File: src/rtl/id_ex_stage_reg_pkg.sv
// Shared types and constants for the ID/EX pipeline register.
package id_ex_stage_reg_pkg;

    // Execute-stage command encodings. Zero is the no-op that flushed and
    // bubbled slots carry into EX.
    typedef enum logic [3:0] {
        ALU_NOP = 4'b0000,
        ALU_MOV = 4'b0001,
        ALU_ADD = 4'b0010,
        ALU_ADC = 4'b0011,
        ALU_SUB = 4'b0100,
        ALU_SBC = 4'b0101,
        ALU_AND = 4'b0110,
        ALU_ORR = 4'b0111,
        ALU_EOR = 4'b1000,
        ALU_MVN = 4'b1001
    } alu_cmd_e;

    // What the register does on a clock edge, once reset has been ruled out.
    typedef enum logic [1:0] {
        MODE_LOAD   = 2'd0,
        MODE_BUBBLE = 2'd1,
        MODE_FLUSH  = 2'd2,
        MODE_FREEZE = 2'd3
    } stage_mode_e;

    // Bit positions of the NZCV status flags within sr.
    localparam int unsigned SR_V_BIT = 0;
    localparam int unsigned SR_C_BIT = 1;
    localparam int unsigned SR_Z_BIT = 2;
    localparam int unsigned SR_N_BIT = 3;

    // Control fields: everything a bubble must neutralise.
    typedef struct packed {
        logic       wb_en;
        logic       mem_read;
        logic       mem_write;
        logic       branch;
        logic       s;
        logic [3:0] alu_cmd;
        logic       valid;
    } id_ctrl_t;

    // Fixed-width operand fields. The DATA_W-wide PC and register values live
    // beside this bundle in the top because their width is a parameter.
    typedef struct packed {
        logic        imm;
        logic [11:0] shift_operand;
        logic [23:0] signed_imm24;
        logic [3:0]  dest;
        logic [3:0]  src1;
        logic [3:0]  src2;
        logic [3:0]  sr;
    } id_fields_t;

    // Decode bundle: control plus operands.
    typedef struct packed {
        id_ctrl_t   ctrl;
        id_fields_t fields;
    } decode_bundle_t;

    // Resolves the per-edge priority freeze > flush > bubble > load.
    function automatic stage_mode_e select_mode(input logic freeze,
                                                input logic flush,
                                                input logic bubble);
        if (freeze)      return MODE_FREEZE;
        else if (flush)  return MODE_FLUSH;
        else if (bubble) return MODE_BUBBLE;
        else             return MODE_LOAD;
    endfunction

endpackage

File: src/rtl/id_ex_stage_reg_sat_counter.sv
// Saturating event counter: counts inc pulses, holds when hold=1,
// sticks at all-ones, cleared only by synchronous reset.
module id_ex_stage_reg_sat_counter
    import id_ex_stage_reg_pkg::*;
#(
    parameter int CNT_W = 16
) (
    input  logic             clk,
    input  logic             rst,
    input  logic             inc,
    input  logic             hold,
    output logic [CNT_W-1:0] count
);

    logic [CNT_W-1:0] cnt_q;
    logic [CNT_W-1:0] cnt_d;

    // Next count: step on inc unless held or already saturated.
    always_comb begin
        // NOTE: the default assignment comes first so every path drives cnt_d and no latch is inferred.
        cnt_d = cnt_q;
        if (!hold && inc && (cnt_q != {CNT_W{1'b1}})) begin
            cnt_d = cnt_q + CNT_W'(1);
        end
    end

    // Count register with synchronous clear.
    always_ff @(posedge clk) begin
        // NOTE: sequential state uses non-blocking assignment so every flop samples pre-edge values.
        if (rst) cnt_q <= '0;
        else     cnt_q <= cnt_d;
    end

    assign count = cnt_q;

endmodule

File: src/rtl/id_ex_stage_reg.sv
// ID/EX pipeline register with flush, bubble insertion, freeze and
// saturating bubble/flush performance counters.
module id_ex_stage_reg
    import id_ex_stage_reg_pkg::*;
#(
    parameter int DATA_W = 32,
    parameter int CNT_W  = 16
) (
    input  logic              clk,
    input  logic              rst,
    input  logic              flush,
    input  logic              bubble,
    input  logic              freeze,

    input  logic              wb_en_in,
    input  logic              mem_read_in,
    input  logic              mem_write_in,
    input  logic              branch_in,
    input  logic              s_in,
    input  logic [3:0]        alu_cmd_in,
    input  logic [DATA_W-1:0] pc_in,
    input  logic [DATA_W-1:0] val_rn_in,
    input  logic [DATA_W-1:0] val_rm_in,
    input  logic              imm_in,
    input  logic [11:0]       shift_operand_in,
    input  logic [23:0]       signed_imm24_in,
    input  logic [3:0]        dest_in,
    input  logic [3:0]        src1_in,
    input  logic [3:0]        src2_in,
    input  logic [3:0]        sr_in,
    input  logic              valid_in,

    output logic              wb_en_out,
    output logic              mem_read_out,
    output logic              mem_write_out,
    output logic              branch_out,
    output logic              s_out,
    output logic [3:0]        alu_cmd_out,
    output logic [DATA_W-1:0] pc_out,
    output logic [DATA_W-1:0] val_rn_out,
    output logic [DATA_W-1:0] val_rm_out,
    output logic              imm_out,
    output logic [11:0]       shift_operand_out,
    output logic [23:0]       signed_imm24_out,
    output logic [3:0]        dest_out,
    output logic [3:0]        src1_out,
    output logic [3:0]        src2_out,
    output logic [3:0]        sr_out,
    output logic              valid_out,

    output logic [CNT_W-1:0]  bubble_cnt,
    output logic [CNT_W-1:0]  flush_cnt
);

    decode_bundle_t    in_bundle;
    decode_bundle_t    bundle_q;
    decode_bundle_t    bundle_d;
    logic [DATA_W-1:0] pc_q,     pc_d;
    logic [DATA_W-1:0] val_rn_q, val_rn_d;
    logic [DATA_W-1:0] val_rm_q, val_rm_d;
    stage_mode_e       mode;
    logic              bubble_inc;
    logic              flush_inc;

    assign in_bundle.ctrl.wb_en                = wb_en_in;
    assign in_bundle.ctrl.mem_read             = mem_read_in;
    assign in_bundle.ctrl.mem_write            = mem_write_in;
    assign in_bundle.ctrl.branch               = branch_in;
    assign in_bundle.ctrl.s                    = s_in;
    assign in_bundle.ctrl.alu_cmd              = alu_cmd_in;
    assign in_bundle.ctrl.valid                = valid_in;
    assign in_bundle.fields.imm                = imm_in;
    assign in_bundle.fields.shift_operand      = shift_operand_in;
    assign in_bundle.fields.signed_imm24       = signed_imm24_in;
    assign in_bundle.fields.dest               = dest_in;
    assign in_bundle.fields.src1               = src1_in;
    assign in_bundle.fields.src2               = src2_in;
    assign in_bundle.fields.sr                 = sr_in;

    assign mode = select_mode(freeze, flush, bubble);

    // Next-state selection for every field according to the edge mode.
    always_comb begin
        bundle_d = bundle_q;
        pc_d     = pc_q;
        val_rn_d = val_rn_q;
        val_rm_d = val_rm_q;
        case (mode)
            MODE_FREEZE: begin
                // Hold everything; the requester re-asserts flush/bubble later.
            end
            MODE_FLUSH: begin
                bundle_d = '0;
                pc_d     = '0;
                val_rn_d = '0;
                val_rm_d = '0;
            end
            MODE_BUBBLE: begin
                // Operands still flow so the squashed slot remains readable.
                bundle_d      = in_bundle;
                bundle_d.ctrl = '0;
                pc_d          = pc_in;
                val_rn_d      = val_rn_in;
                val_rm_d      = val_rm_in;
            end
            default: begin
                // Control is qualified by valid_in so a slot that is not a real
                // instruction never carries write/memory/branch side effects.
                bundle_d = in_bundle;
                if (!valid_in) bundle_d.ctrl = '0;
                pc_d     = pc_in;
                val_rn_d = val_rn_in;
                val_rm_d = val_rm_in;
            end
        endcase
    end

    // Pipeline register; reset leaves a no-op in EX.
    always_ff @(posedge clk) begin
        if (rst) begin
            bundle_q <= '0;
            pc_q     <= '0;
            val_rn_q <= '0;
            val_rm_q <= '0;
        end else begin
            bundle_q <= bundle_d;
            pc_q     <= pc_d;
            val_rn_q <= val_rn_d;
            val_rm_q <= val_rm_d;
        end
    end

    // Only a flush that squashes a real instruction is counted.
    assign bubble_inc = (mode == MODE_BUBBLE);
    assign flush_inc  = (mode == MODE_FLUSH) && valid_in;

    id_ex_stage_reg_sat_counter #(.CNT_W(CNT_W)) u_bubble_cnt (
        .clk   (clk),
        .rst   (rst),
        .inc   (bubble_inc),
        .hold  (freeze),
        .count (bubble_cnt)
    );

    id_ex_stage_reg_sat_counter #(.CNT_W(CNT_W)) u_flush_cnt (
        .clk   (clk),
        .rst   (rst),
        .inc   (flush_inc),
        .hold  (freeze),
        .count (flush_cnt)
    );

    assign wb_en_out         = bundle_q.ctrl.wb_en;
    assign mem_read_out      = bundle_q.ctrl.mem_read;
    assign mem_write_out     = bundle_q.ctrl.mem_write;
    assign branch_out        = bundle_q.ctrl.branch;
    assign s_out             = bundle_q.ctrl.s;
    assign alu_cmd_out       = bundle_q.ctrl.alu_cmd;
    assign valid_out         = bundle_q.ctrl.valid;
    assign imm_out           = bundle_q.fields.imm;
    assign shift_operand_out = bundle_q.fields.shift_operand;
    assign signed_imm24_out  = bundle_q.fields.signed_imm24;
    assign dest_out          = bundle_q.fields.dest;
    assign src1_out          = bundle_q.fields.src1;
    assign src2_out          = bundle_q.fields.src2;
    assign sr_out            = bundle_q.fields.sr;
    assign pc_out            = pc_q;
    assign val_rn_out        = val_rn_q;
    assign val_rm_out        = val_rm_q;

endmodule

File: config.mk
export PLATFORM = sky130hd
export DESIGN_NAME = id_ex_stage_reg
export DESIGN_NICKNAME = d
export VERILOG_FILES = /design/src/rtl/id_ex_stage_reg_pkg.sv /design/src/rtl/id_ex_stage_reg_sat_counter.sv /design/src/rtl/id_ex_stage_reg.sv
export SDC_FILE = /design/constraint.sdc
export NUM_CORES = 1
export LEC_CHECK = 0
export BUFFER_PORTS_ARGS = -buffer_cell sky130_fd_sc_hd__buf_2
export CAP_MARGIN = 25
export CORE_AREA = 2 2 139 141
export DETAILED_ROUTE_END_ITERATION = 12
export DIE_AREA = 0 0 141 143
export GPL_ROUTABILITY_DRIVEN = 0
export PLACE_DENSITY = 0.77
export SLEW_MARGIN = 25
export SYNTH_ARGS = -nofsm -noshare
export SYNTH_HDL_FRONTEND = slang
export SYNTH_SLANG_ARGS = --single-unit
File: constraint.sdc
create_clock -name clk -period 2.88 [get_ports clk]
set_input_delay 0.288 -clock clk [delete_from_list [all_inputs] [get_ports clk]]
set_output_delay 0.288 -clock clk [all_outputs]
set_load 0.01 [all_outputs]
==> results by group, run 1 <==
Outcome
  • Outcome: complete, no violations

Detailed routing
  • Via count: 6858
  • DRT Wirelength: 20600 um
  • DRC Markers: 0
  • Iter 0 DRT Violations: ~350
  • Detail Route Antenna Nets: 0
  • DRT Pass-1 Iters: 5
  • Vias/cell: 5.207
  • Routed len/inst: 15.64 um

Placement
  • Post-placement cell area: approximately 0.009 mm2
  • I/O Buffers: 354
  • Cell count after placement: approximately 1300
  • DP Wirelength: 14840 um

Finish
  • Fin area: 0.009537 mm2
  • Final Non-Filler Cells: 1317
  • Share of layout cells above drive strength 1: 0.3841
  • Diode count: 0
  • Area Growth Syn to Fin: 37.73%
  • Fin nets: between 1000 and 1500

Pwr
  • Pwr per Cell Area: 618.7 mW/mm2
  • Total power: 0.005901 W
  • VDD IR max: around 0.38 mV
  • P_leak: 4.543 nW

GRT
  • GR Layer Usage met2: 0.3163
  • Vias in the first global route: 6372
  • Grt total ovfl: 0
  • Global Route met1 Usage: 0.2486
  • First-pass GRT wire length: approximately 32000 um
  • Initial antenna violation count: 1
  • Global Route met3 Usage: 0.05533
  • GRT busiest layer: met2
  • Largest net degree at the start of global routing: a little under 90
  • GRT Util Overall: 0.1948

Yosys
  • Avg Cell Area, Syn: 9.357 um2
  • Main synth FF type: dfxtp_1
  • Cell Area, Synth: 0.006924 mm2
  • Yosys warns: 0
  • Mapped Cells: 740
  • Sequential area share after synthesis: 0.5522
  • Synth top area cells: dfxtp_1 55%, a22oi_1 17%, nor2_1 9.4%, clkbuf_1 2.7%, a21oi_1 1.4%
  • Syn nets: about 910
  • Post-synth cell types: 43
  • Synth top area share: 0.5522
  • Dominant cell type by area after synthesis: dfxtp_1
  • Post-synth EDFFs: 0
  • FFs w/ async S/R, synth: 0
  • FF+latch count, synth: 191

STA
  • Final hold violations: 0
  • Final setup TNS: 0 ns
  • Slew Limit Fails: 0
  • RSZ-0062 raised after global routing: false
  • Max frequency: 0.4779 GHz
  • Period minus WS final: between 2 and 2.5 ns
  • Setup Viol. Count Final: 0
  • Worst Max-Slew Pin Slew: approximately 0.84 ns
  • Crit share post-route: 0.7266
  • Slew margin rel.: 0.4415
  • Clock Skews: just over 0.01 ns

CTS
  • H-tree Lvls: 4
  • Clk sinks: 191
  • Setup bufs post-CTS: 0
  • TritonCTS Buffers: 17
  • Post-CTS Resized: 0
  • CTS Hold Bufs: 0
  • Worst-case clock buffer depth: 2
  • Clk root buf: clkbuf_16
  • Skew-Pair Late Insertion Delay: between 0.4 and 0.5 ns
  • CTS tree: done
  • Clock transition at the registers of the reported paths: 0.08 ns

Setup path
  • CP endpoint: u_flush_cnt.count[9]$_SDFFE_PP0P_
  • Crit end category: flop
  • Crit path kind: input port to flop
  • Req. time, crit path: ~3.2 ns
  • CP startpoint: freeze
  • Reg2Reg Depth: 4
  • Startpoint Class: input port
  • Worst r2r src: u_flush_cnt.count[4]$_SDFFE_PP0P_
  • Crit path DAT: 2.45 ns
  • Flop2flop setup slack: 0.87 ns
  • Reg-to-reg endpoint: u_flush_cnt.count[9]$_SDFFE_PP0P_
  • CP max FO: 8

Floorplan
  • Core Area: 0.01858 mm2
  • Row cnt: 50
  • Full die area: 0.02016 mm2
  • Chip Height: between 100 and 150 um
  • I/O pins: 355
  • Initial Util: 0.3727
  • Die Width: 141 um

Job
  • Max cap viols: 0

Hold path
  • Hold crit path type: input port to flop
-- power breakdown --
part	internal, W	switching, W
Combinational	0.000329	0.000431
Clock	0.00116	0.00114
Sequential	0.00278	0.0000688
-- kinds of logic (layout without fill, tap and decap cells) --
| family | count (synthesis) | after routing | share of synthesized area |
|---|---|---|---|
| buf+inv | 73 | 416 | 0.03975 |
| fa+ha+maj | 5 | 5 | 0.009035 |
| flops | 191 | 191 | 0.5522 |
| compound gates | 207 | 207 | 0.2161 |
| mux | 7 | 7 | 0.01120 |
| simple gates | 257 | 257 | 0.1717 |
-- metrics by stage --
stage,hold slack [ns],worst slack [ns],utilization
5_1_grt,0.07652,0.6691,0.5133
6_report,0.09321,0.7874,0.5133
4_1_cts,0.07179,0.8033,0.5133
2_1_floorplan,0.4321,0.6948,-
3_5_place_dp,0.4814,0.3558,0.4823
3_3_place_gp,0.4658,0.4502,0.4823
-- final cells by class --
cell class | count | area, um2
Clock inverter | 15 | 150.1
Clock buffer | 17 | 425.4
Tap cell | 234 | 292.8
Multi-Input combinational cell | 476 | 2856
Inverter | 14 | 52.55
Timing Repair Buffer | 370 | 1936
Sequential cell | 191 | 3824
Fill cell | 1713 | 9044
-- cells in the final DEF (no fill, tap or decap), types with 4 or more instances in the layout --
cell type  synthesis  routed
clkbuf_16          0      17
inv_1             14      14
nor3_1            12      12
buf_2              0     353
mux2_2             6       6
o21ai_0            9       9
nand4_1            7       7
nor4_1             5       5
nand3_1           10      10
dfxtp_1          191     191
or4_1              7       7
nor2_1           174     173
inv_8              0       4
o31ai_1            6       6
a22oi_1          157     157
buf_4              0      13
a21oi_1           20      19
nand2_1            7       7
inv_6              0       4
ha_1               5       4
or3_1              4       4
nor2b_1            7       7
and3_1             5       5
-- critical path, stage by stage --
cell and delay, ns:
buf_2 0.13, a21o_1 0.21, inv_1 0.07, ha_1 0.30
nand3b_4 0.13, or4b_1 0.63, or4_1 0.53, a21oi_1 0.16
-- cells in the mapped netlist, drive strengths merged (3+ instances only) --
| cell type | number |
|---|---|
| o41ai | 3 |
| ha | 5 |
| or4 | 7 |
| o21ai | 9 |
| and4 | 3 |
| nor4 | 5 |
| o31ai | 6 |
| nand4 | 8 |
| or3 | 5 |
| nand3 | 10 |
| clkbuf | 50 |
| a21oi | 20 |
| dfxtp | 191 |
| mux2 | 6 |
| nor2b | 7 |
| nor3 | 12 |
| buf | 9 |
| nand2 | 7 |
| nor3b | 3 |
| and3 | 5 |
| a22oi | 157 |
| inv | 14 |
| nor2 | 174 |
-- flip-flops by register name (all words and copies together), names as in the netlist --
signal	flops
mem_read_out	1
src2_out	4
wb_en_out	1
val_rn_out	32
u_flush_cnt.count	16
valid_out	1
imm_out	1
signed_imm24_out	24
sr_out	4
pc_out	32
dest_out	4
alu_cmd_out	4
u_bubble_cnt.count	16
val_rm_out	32
branch_out	1
src1_out	4
shift_operand_out	12
mem_write_out	1
s_out	1
-- metal layers --
layer	wire length (um)	part of all wire	vias to the layer above
met5	13	0.00063	-
met4	452	0.022	2
met1	8683	0.42	3230
met3	1388	0.067	33
met2	10060	0.49	253
li1	-	-	3340
-- worst min-delay path by stage --
stage                                       from  slack (ns)  cells after the start                          end
after floorplan                    alu_cmd_in[0]        0.43                      2  alu_cmd_out[0]$_SDFFE_PP0P_
after global placement    valid_out$_SDFFE_PP0P_        0.47                      2       valid_out$_SDFFE_PP0P_
after detailed placement  valid_out$_SDFFE_PP0P_        0.48                      2       valid_out$_SDFFE_PP0P_
after CTS                          val_rn_in[24]        0.07                      3  val_rn_out[24]$_SDFFE_PP0P_
after global routing                  src1_in[1]        0.08                      3     src1_out[1]$_SDFFE_PP0P_
final                              val_rn_in[28]        0.09                      3  val_rn_out[28]$_SDFFE_PP0P_
Power figures use the tool's default switching activity.
==> inputs of run 2 (changes only) <==
==> constraint.sdc (replaced) <==
create_clock -name clk -period 2 [get_ports clk]
set_input_delay 0.2 -clock clk [delete_from_list [all_inputs] [get_ports clk]]
set_output_delay 0.2 -clock clk [all_outputs]
set_load 0.01 [all_outputs]
==> run 2 against run 1 <==
  * Sequential share of layout area decreased by 2.9 points
  * Highest routed layer is now met4
  * Critical endpoint unchanged
  * Sequential power increased by 45%
  * Cell area up 7.9%
==> results by group, run 2 (synthesis results as in run 1) <==
Setup path
  • Critical Path, Cell by Cell: and3_1 -> or4b_4 -> or4_1 -> a21oi_1
  • Max incr delay on CP: between 0.5 and 0.6 ns
  • Startpoint Class: flop
  • CP max FO: 7
  • Req. time, crit path: 2.35 ns
  • Crit path kind: flop to flop
  • Crit end category: flop
  • Crit path DAT: 2.22 ns
  • Crit path max-delay cell type: or4b_4

CTS
  • TritonCTS Buffers: 17
  • H-tree Lvls: 4
  • CTS tree: done
  • Skew-Pair Late Insertion Delay: 0.42 ns
  • Worst-case clock buffer depth: 2
  • Clk root buf: clkbuf_16
  • Setup bufs post-CTS: 0
  • Clk sinks: 191
  • Clock transition at the registers of the reported paths: 0.07 ns

Finish
  • Final Non-Filler Cells: 1393
  • Fin nets: between 1000 and 1500
  • Commonest non-fill, non-tap cell in the layout: buf_2
  • Fillers: 1631
  • Sequential Area: ~0.0038 mm2
  • Area occupied by multi-input gates: 0.002883 mm2
  • Most frequent cells in the layout: 353 x buf_2, 191 x dfxtp_1, 173 x nor2_1, 157 x a22oi_1, 61 x dlygate4sd3_1
  • Area Growth Syn to Fin: 48.59%
  • Share of layout cells above drive strength 1: 0.3756

Floorplan
  • I/O pins: 355
  • Die Width: 141 um
  • Chip Height: 143 um
  • Core Area: ~0.019 mm2
  • Initial Util: 0.3727
  • Full die area: 0.02016 mm2
  • Row cnt: 50

STA
  • Setup Viol. Count Final: 0
  • Period minus WS final: approximately 1.9 ns
  • Worst Max-Slew Pin Slew: roughly 0.83 ns
  • Clock Skews: about 0.011 ns
  • Min Hold Slack: 0.01744 ns
  • Crit share post-route: 0.9346
  • Final setup TNS: 0 ns
  • Max frequency: 0.5350 GHz
  • RSZ-0062 raised after global routing: false
  • Final hold violations: 0
  • Slew margin rel.: 0.4442
  • Fin worst setup slack: roughly 0.13 ns
  • Slew Limit Fails: 0

Placement
  • Place WS: -0.1925 ns
  • Cell count after placement: 1300
  • DP Wirelength: between 10000 and 15000 um
  • I/O Buffers: 354

Detailed routing
  • DRC Markers: 0
  • Via count: 7246
  • Routed len/inst: 16.12 um
  • Iter 0 DRT Violations: between 400 and 500
  • DRT Wirelength: 22460 um
  • DRT Pass-1 Iters: 5
  • Vias/cell: 5.202
  • Detail Route Antenna Nets: 0

GRT
  • First-pass GRT wire length: approximately 34000 um
  • Initial antenna violation count: 1
  • GRT Util Overall: 0.2118
  • Grt total ovfl: 0
  • Largest net degree at the start of global routing: 82
  • Vias in the first global route: slightly below 7000

Outcome
  • Outcome: complete, no violations

Job
  • Max cap viols: 0

Pwr
  • VDD IR max: 0.5361 mV
  • Pwr per Cell Area: ~840 mW/mm2
  • P_leak: 4.874 nW
  • Total power: 0.008600 W

Hold path
  • Hold crit path type: input port to flop
[run 2: metal layers]
metal | up-vias | part of all wire | global-route usage
li1 | 3486 | - | -
met1 | 3396 | 0.41 | 0.2624
met4 | 0 | 0.024 | 0.07105
met5 | - | 0 | 0
met3 | 45 | 0.072 | 0.06237
met2 | 319 | 0.50 | 0.3546
[run 2: path summary, 6_finish.rpt]
path | cells after the start | startpoint | end | slack, ns
min | 3 | src2_in[2] | src2_out[2]$_SDFFE_PP0P_ | 0.02
max | 4 | u_flush_cnt.count[0]$_SDFFE_PP0P_ | u_flush_cnt.count[9]$_SDFFE_PP0P_ | 0.13
min reg2reg | 2 | valid_out$_SDFFE_PP0P_ | valid_out$_SDFFE_PP0P_ | 0.49
max reg2reg | 4 | u_flush_cnt.count[0]$_SDFFE_PP0P_ | u_flush_cnt.count[9]$_SDFFE_PP0P_ | 0.13
[run 2: report_power, final]
part / leakage, nW / internal [W] / switching (W)
sequential: 1.56 / 0.00400 / 0.000107
clock: 0.276 / 0.00175 / 0.00154
combinational: 3.04 / 0.000555 / 0.000649
total: 4.87 / 0.00630 / 0.00230
[run 2: what timing repair did]
| item | 4_1_cts | 5_1_grt |
|---|---|---|
| gates resized for setup | 0 | 1 |
| hold buffers | 60 | 1 |
| setup endpoints to repair | 0 | 2 |
| hold endpoints to repair | 60 | 1 |
[run 2: through the flow]
stage	util	instance area [um2]
2_1_floorplan	-	6948
3_3_place_gp	0.4902	9109
3_5_place_dp	0.4902	9109
4_1_cts	0.5529	10270
5_1_grt	0.5537	10290
6_report	0.5537	10290
[run 2: layout make-up]
cell class / instances / share of cell area
clock buffer: 18 / 0.04171
tap: 234 / 0.02846
inverter: 14 / 0.005108
timing repair buffer: 446 / 0.2596
multi-input combinational: 476 / 0.2802
clock inverter: 13 / 0.01301
sequential: 191 / 0.3716
antenna: 1 / 0.0002432
[run 2: critical path: cells and delay by family (launching register included)]
family          cells  cell delay, ns
compound gates      1            0.14
simple gates        3            1.24
flops               1            0.42
==> inputs of run 3 (changes only) <==
--- a/config.mk
+++ b/config.mk
@@ -5,13 +5,14 @@
 export SDC_FILE = /design/constraint.sdc
 export NUM_CORES = 1
 export LEC_CHECK = 0
+export ABC_AREA = 1
 export BUFFER_PORTS_ARGS = -buffer_cell sky130_fd_sc_hd__buf_2
 export CAP_MARGIN = 25
 export CORE_AREA = 2 2 139 141
 export DETAILED_ROUTE_END_ITERATION = 12
 export DIE_AREA = 0 0 141 143
 export GPL_ROUTABILITY_DRIVEN = 0
-export PLACE_DENSITY = 0.77
+export PLACE_DENSITY = 0.8
 export SLEW_MARGIN = 25
 export SYNTH_ARGS = -nofsm -noshare
 export SYNTH_HDL_FRONTEND = slang
==> run 3 against run 2 <==
  * Cell area up 5.2%
  * Critical path depth is 4 higher
  * First-iteration DRC count fell by 13%
  * Non-clock buffer count rose by 3
  * Sequential power about the same
  * Setup slack gained 0.16 ns
  * Core utilization increased by 2.9 points
  * Critical endpoint is now u_bubble_cnt.count[10]$_SDFFE_PP0P_
  * Largest power group unchanged
==> results by group, run 3 <==
Floorplan
  • I/O pins: 355
  • Full die area: 0.02016 mm2
  • Die Width: about 140 um
  • Core Area: 0.01858 mm2
  • Row cnt: 50
  • Initial Util: 0.4013
  • Chip Height: roughly 140 um

Outcome
  • Outcome: complete, no violations

Pwr
  • Switching power: 0.002454 W
  • VDD IR max: approximately 0.61 mV
  • P_leak: 5.098 nW
  • Sequential share of power: 0.469
  • Clock power share: 0.382
  • Pwr per Cell Area: ~820 mW/mm2
  • Net Sw Frac: 0.2781
  • Pint: 0.006368 W
  • Comb power frac: 0.149

Finish
  • Most frequent cells in the layout: 353 x buf_2, 346 x nand2_1, 191 x dfxtp_1, 177 x a21oi_1, 85 x nor2_1
  • Final Non-Filler Cells: 1674
  • Diode count: 0
  • Fin nets: 1597
  • Fillers: around 1600
  • Commonest non-fill, non-tap cell in the layout: buf_2
  • Area Growth Syn to Fin: 45.15%
  • Fin area: 0.01082 mm2
  • Share of layout cells above drive strength 1: 0.2896

Hold path
  • Worst hold path depth: 3
  • Hold crit path type: input port to flop

CTS
  • CTS tree: done
  • Clock transition at the registers of the reported paths: 0.08 ns
  • TritonCTS Buffers: 17
  • Clk root buf: clkbuf_16
  • H-tree Lvls: 4
  • Skew-Pair Late Insertion Delay: 0.42 ns
  • Post-CTS Resized: 0
  • Worst-case clock buffer depth: 2
  • Clk sinks: ~190
  • Setup bufs post-CTS: 0

Placement
  • Post-placement cell area: 0.009439 mm2
  • Cell count after placement: around 1600
  • I/O Buffers: between 300 and 400
  • DP Wirelength: 15470 um
  • Place WS: 0.08881 ns

Setup path
  • Critical Path, Cell by Cell: ha_1 -> inv_1 -> nor2_1 -> nand4_1 -> nand2_1 -> nand2_1 -> nand2_1 -> nor2_1
  • CP max FO: 11
  • Crit-path most repeated cell: nand2_1
  • Max incr delay on CP: about 0.42 ns
  • Startpoint Class: flop
  • Req. time, crit path: 2.30 ns
  • Crit path kind: flop to flop
  • Reg2Reg Depth: 8
  • Crit path max-delay cell type: nand4_1
  • Crit path DAT: 2.01 ns
  • Crit end category: flop

Detailed routing
  • Via count: between 8000 and 9000
  • DRT Wirelength: between 20000 and 25000 um
  • Iter 0 DRT Violations: 420
  • Detail Route Antenna Nets: 0
  • DRC Markers: 0
  • DRT Pass-1 Iters: 5
  • Routed len/inst: around 15 um
  • Vias/cell: 5.029

Yosys
  • Most frequent cells after synthesis: 346 x nand2_1, 191 x dfxtp_1, 177 x a21oi_1
  • FFs w/ async S/R, synth: 0
  • Sequential area share after synthesis: 0.5128
  • Post-synth EDFFs: 0
  • Syn nets: between 1000 and 1500
  • Cell Area, Synth: 0.007457 mm2
  • Main synth FF type: dfxtp_1
  • Post-synth cell types: 23
  • FF+latch count, synth: 191
  • Avg Cell Area, Syn: roughly 7.3 um2
  • Count leader, synth: nand2_1
  • Yosys warns: 0
  • Mapped Cells: ~1000
  • Synth top area cells: dfxtp_1 51%, nand2_1 17%, a21oi_1 12%, nor2_1 4.3%, o21ai_0 3.9%
  • Dominant cell type by area after synthesis: dfxtp_1
  • Synth top area share: 0.5128

STA
  • Final hold violations: 0
  • Slew Limit Fails: 0
  • Crit share post-route: 0.8558
  • Max frequency: 0.5842 GHz
  • Final setup TNS: 0 ns
  • Setup Viol. Count Final: 0
  • Fin worst setup slack: 0.2883 ns
  • Slew margin rel.: 0.6491
  • Period minus WS final: 1.712 ns
  • Clock Skews: 0.006287 ns
  • Worst Max-Slew Pin Slew: ~0.53 ns
  • RSZ-0062 raised after global routing: false

Job
  • Max cap viols: 0

GRT
  • Grt total ovfl: 0
  • First-pass GRT wire length: 37740 um
  • Largest net degree at the start of global routing: approximately 110
  • GRT Util Overall: 0.2317
  • Vias in the first global route: 7828
  • Initial antenna violation count: 0
run 3: logic make-up after synthesis:
| kind of cell | after synthesis | synth area share |
|---|---|---|
| xor+xnor | 2 | 0.002349 |
| fa+ha+maj | 5 | 0.008389 |
| flops | 191 | 0.5128 |
| buf+inv | 95 | 0.05453 |
| compound gates | 236 | 0.1589 |
| simple gates | 493 | 0.2631 |
run 3: cell type report:
| cell class | count | area, um2 | share of cell area |
|---|---|---|---|
| clock buffers | 18 | 429.2 | 0.03965 |
| clock inverters | 13 | 145.1 | 0.01341 |
| inverters | 33 | 123.9 | 0.01144 |
| multi-input cells | 736 | 3244 | 0.2997 |
| flip-flops and latches | 191 | 3824 | 0.3533 |
| well taps | 234 | 292.8 | 0.02705 |
| repair buffers | 449 | 2765 | 0.2555 |
run 3: worst max-delay path, delay by kind of cell, from the launching register on:
| family | cells | cell delay, ns |
|---|---|---|
| adder cells (fa/ha/maj) | 1 | 0.20 |
| buffers and inverters | 1 | 0.06 |
| flip-flops | 1 | 0.40 |
| AND/OR/NAND/NOR | 6 | 0.92 |
run 3: power groups by stage:
| stage | logic, W | registers (W) | clock network [W] |
|---|---|---|---|
| 6_report | 0.00131 | 0.00414 | 0.00337 |
| 4_1_cts | 0.00129 | 0.00413 | 0.00343 |
| 5_1_grt | 0.00143 | 0.00416 | 0.00358 |
| 3_3_place_gp | 0.00114 | 0.00421 | 0 |
| 2_1_floorplan | 0.000508 | 0.00432 | 0 |
| 3_5_place_dp | 0.00116 | 0.00421 | 0 |
run 3: path summary, 6_finish.rpt:
| kind | start | endpoint | slack, ns |
|---|---|---|---|
| max | u_bubble_cnt.count[0]$_SDFFE_PP0P_ | u_bubble_cnt.count[10]$_SDFFE_PP0P_ | 0.29 |
| min | val_rn_in[6] | val_rn_out[6]$_SDFFE_PP0P_ | 0.02 |
| max reg2reg | u_bubble_cnt.count[0]$_SDFFE_PP0P_ | u_bubble_cnt.count[10]$_SDFFE_PP0P_ | 0.29 |
| min reg2reg | val_rn_out[12]$_SDFFE_PP0P_ | val_rn_out[12]$_SDFFE_PP0P_ | 0.46 |
run 3: per-stage QoR:
stage	power (W)	util	hold slack, ns
global route	0.009173	0.5826	0.006040
detailed placement	0.005372	0.5080	0.4513
CTS	0.008850	0.5826	0.00003883
finish	0.008822	0.5826	0.01880
global placement	0.005350	0.5080	0.4474
floorplan	0.004832	-	0.3428
run 3: what timing repair did:
item,in CTS,in global routing
setup endpoints to repair,0,0
hold buffers,81,0
hold endpoints to repair,81,0
run 3: metal layers:
metal,routed length (um),GRT usage,vias up,share of wire
li1,-,-,4118,-
met1,9664,0.2705,3811,0.39
met2,12470,0.4036,415,0.50
met3,1686,0.04896,74,0.068
met4,928,0.1174,0,0.038
met5,0,0,-,0
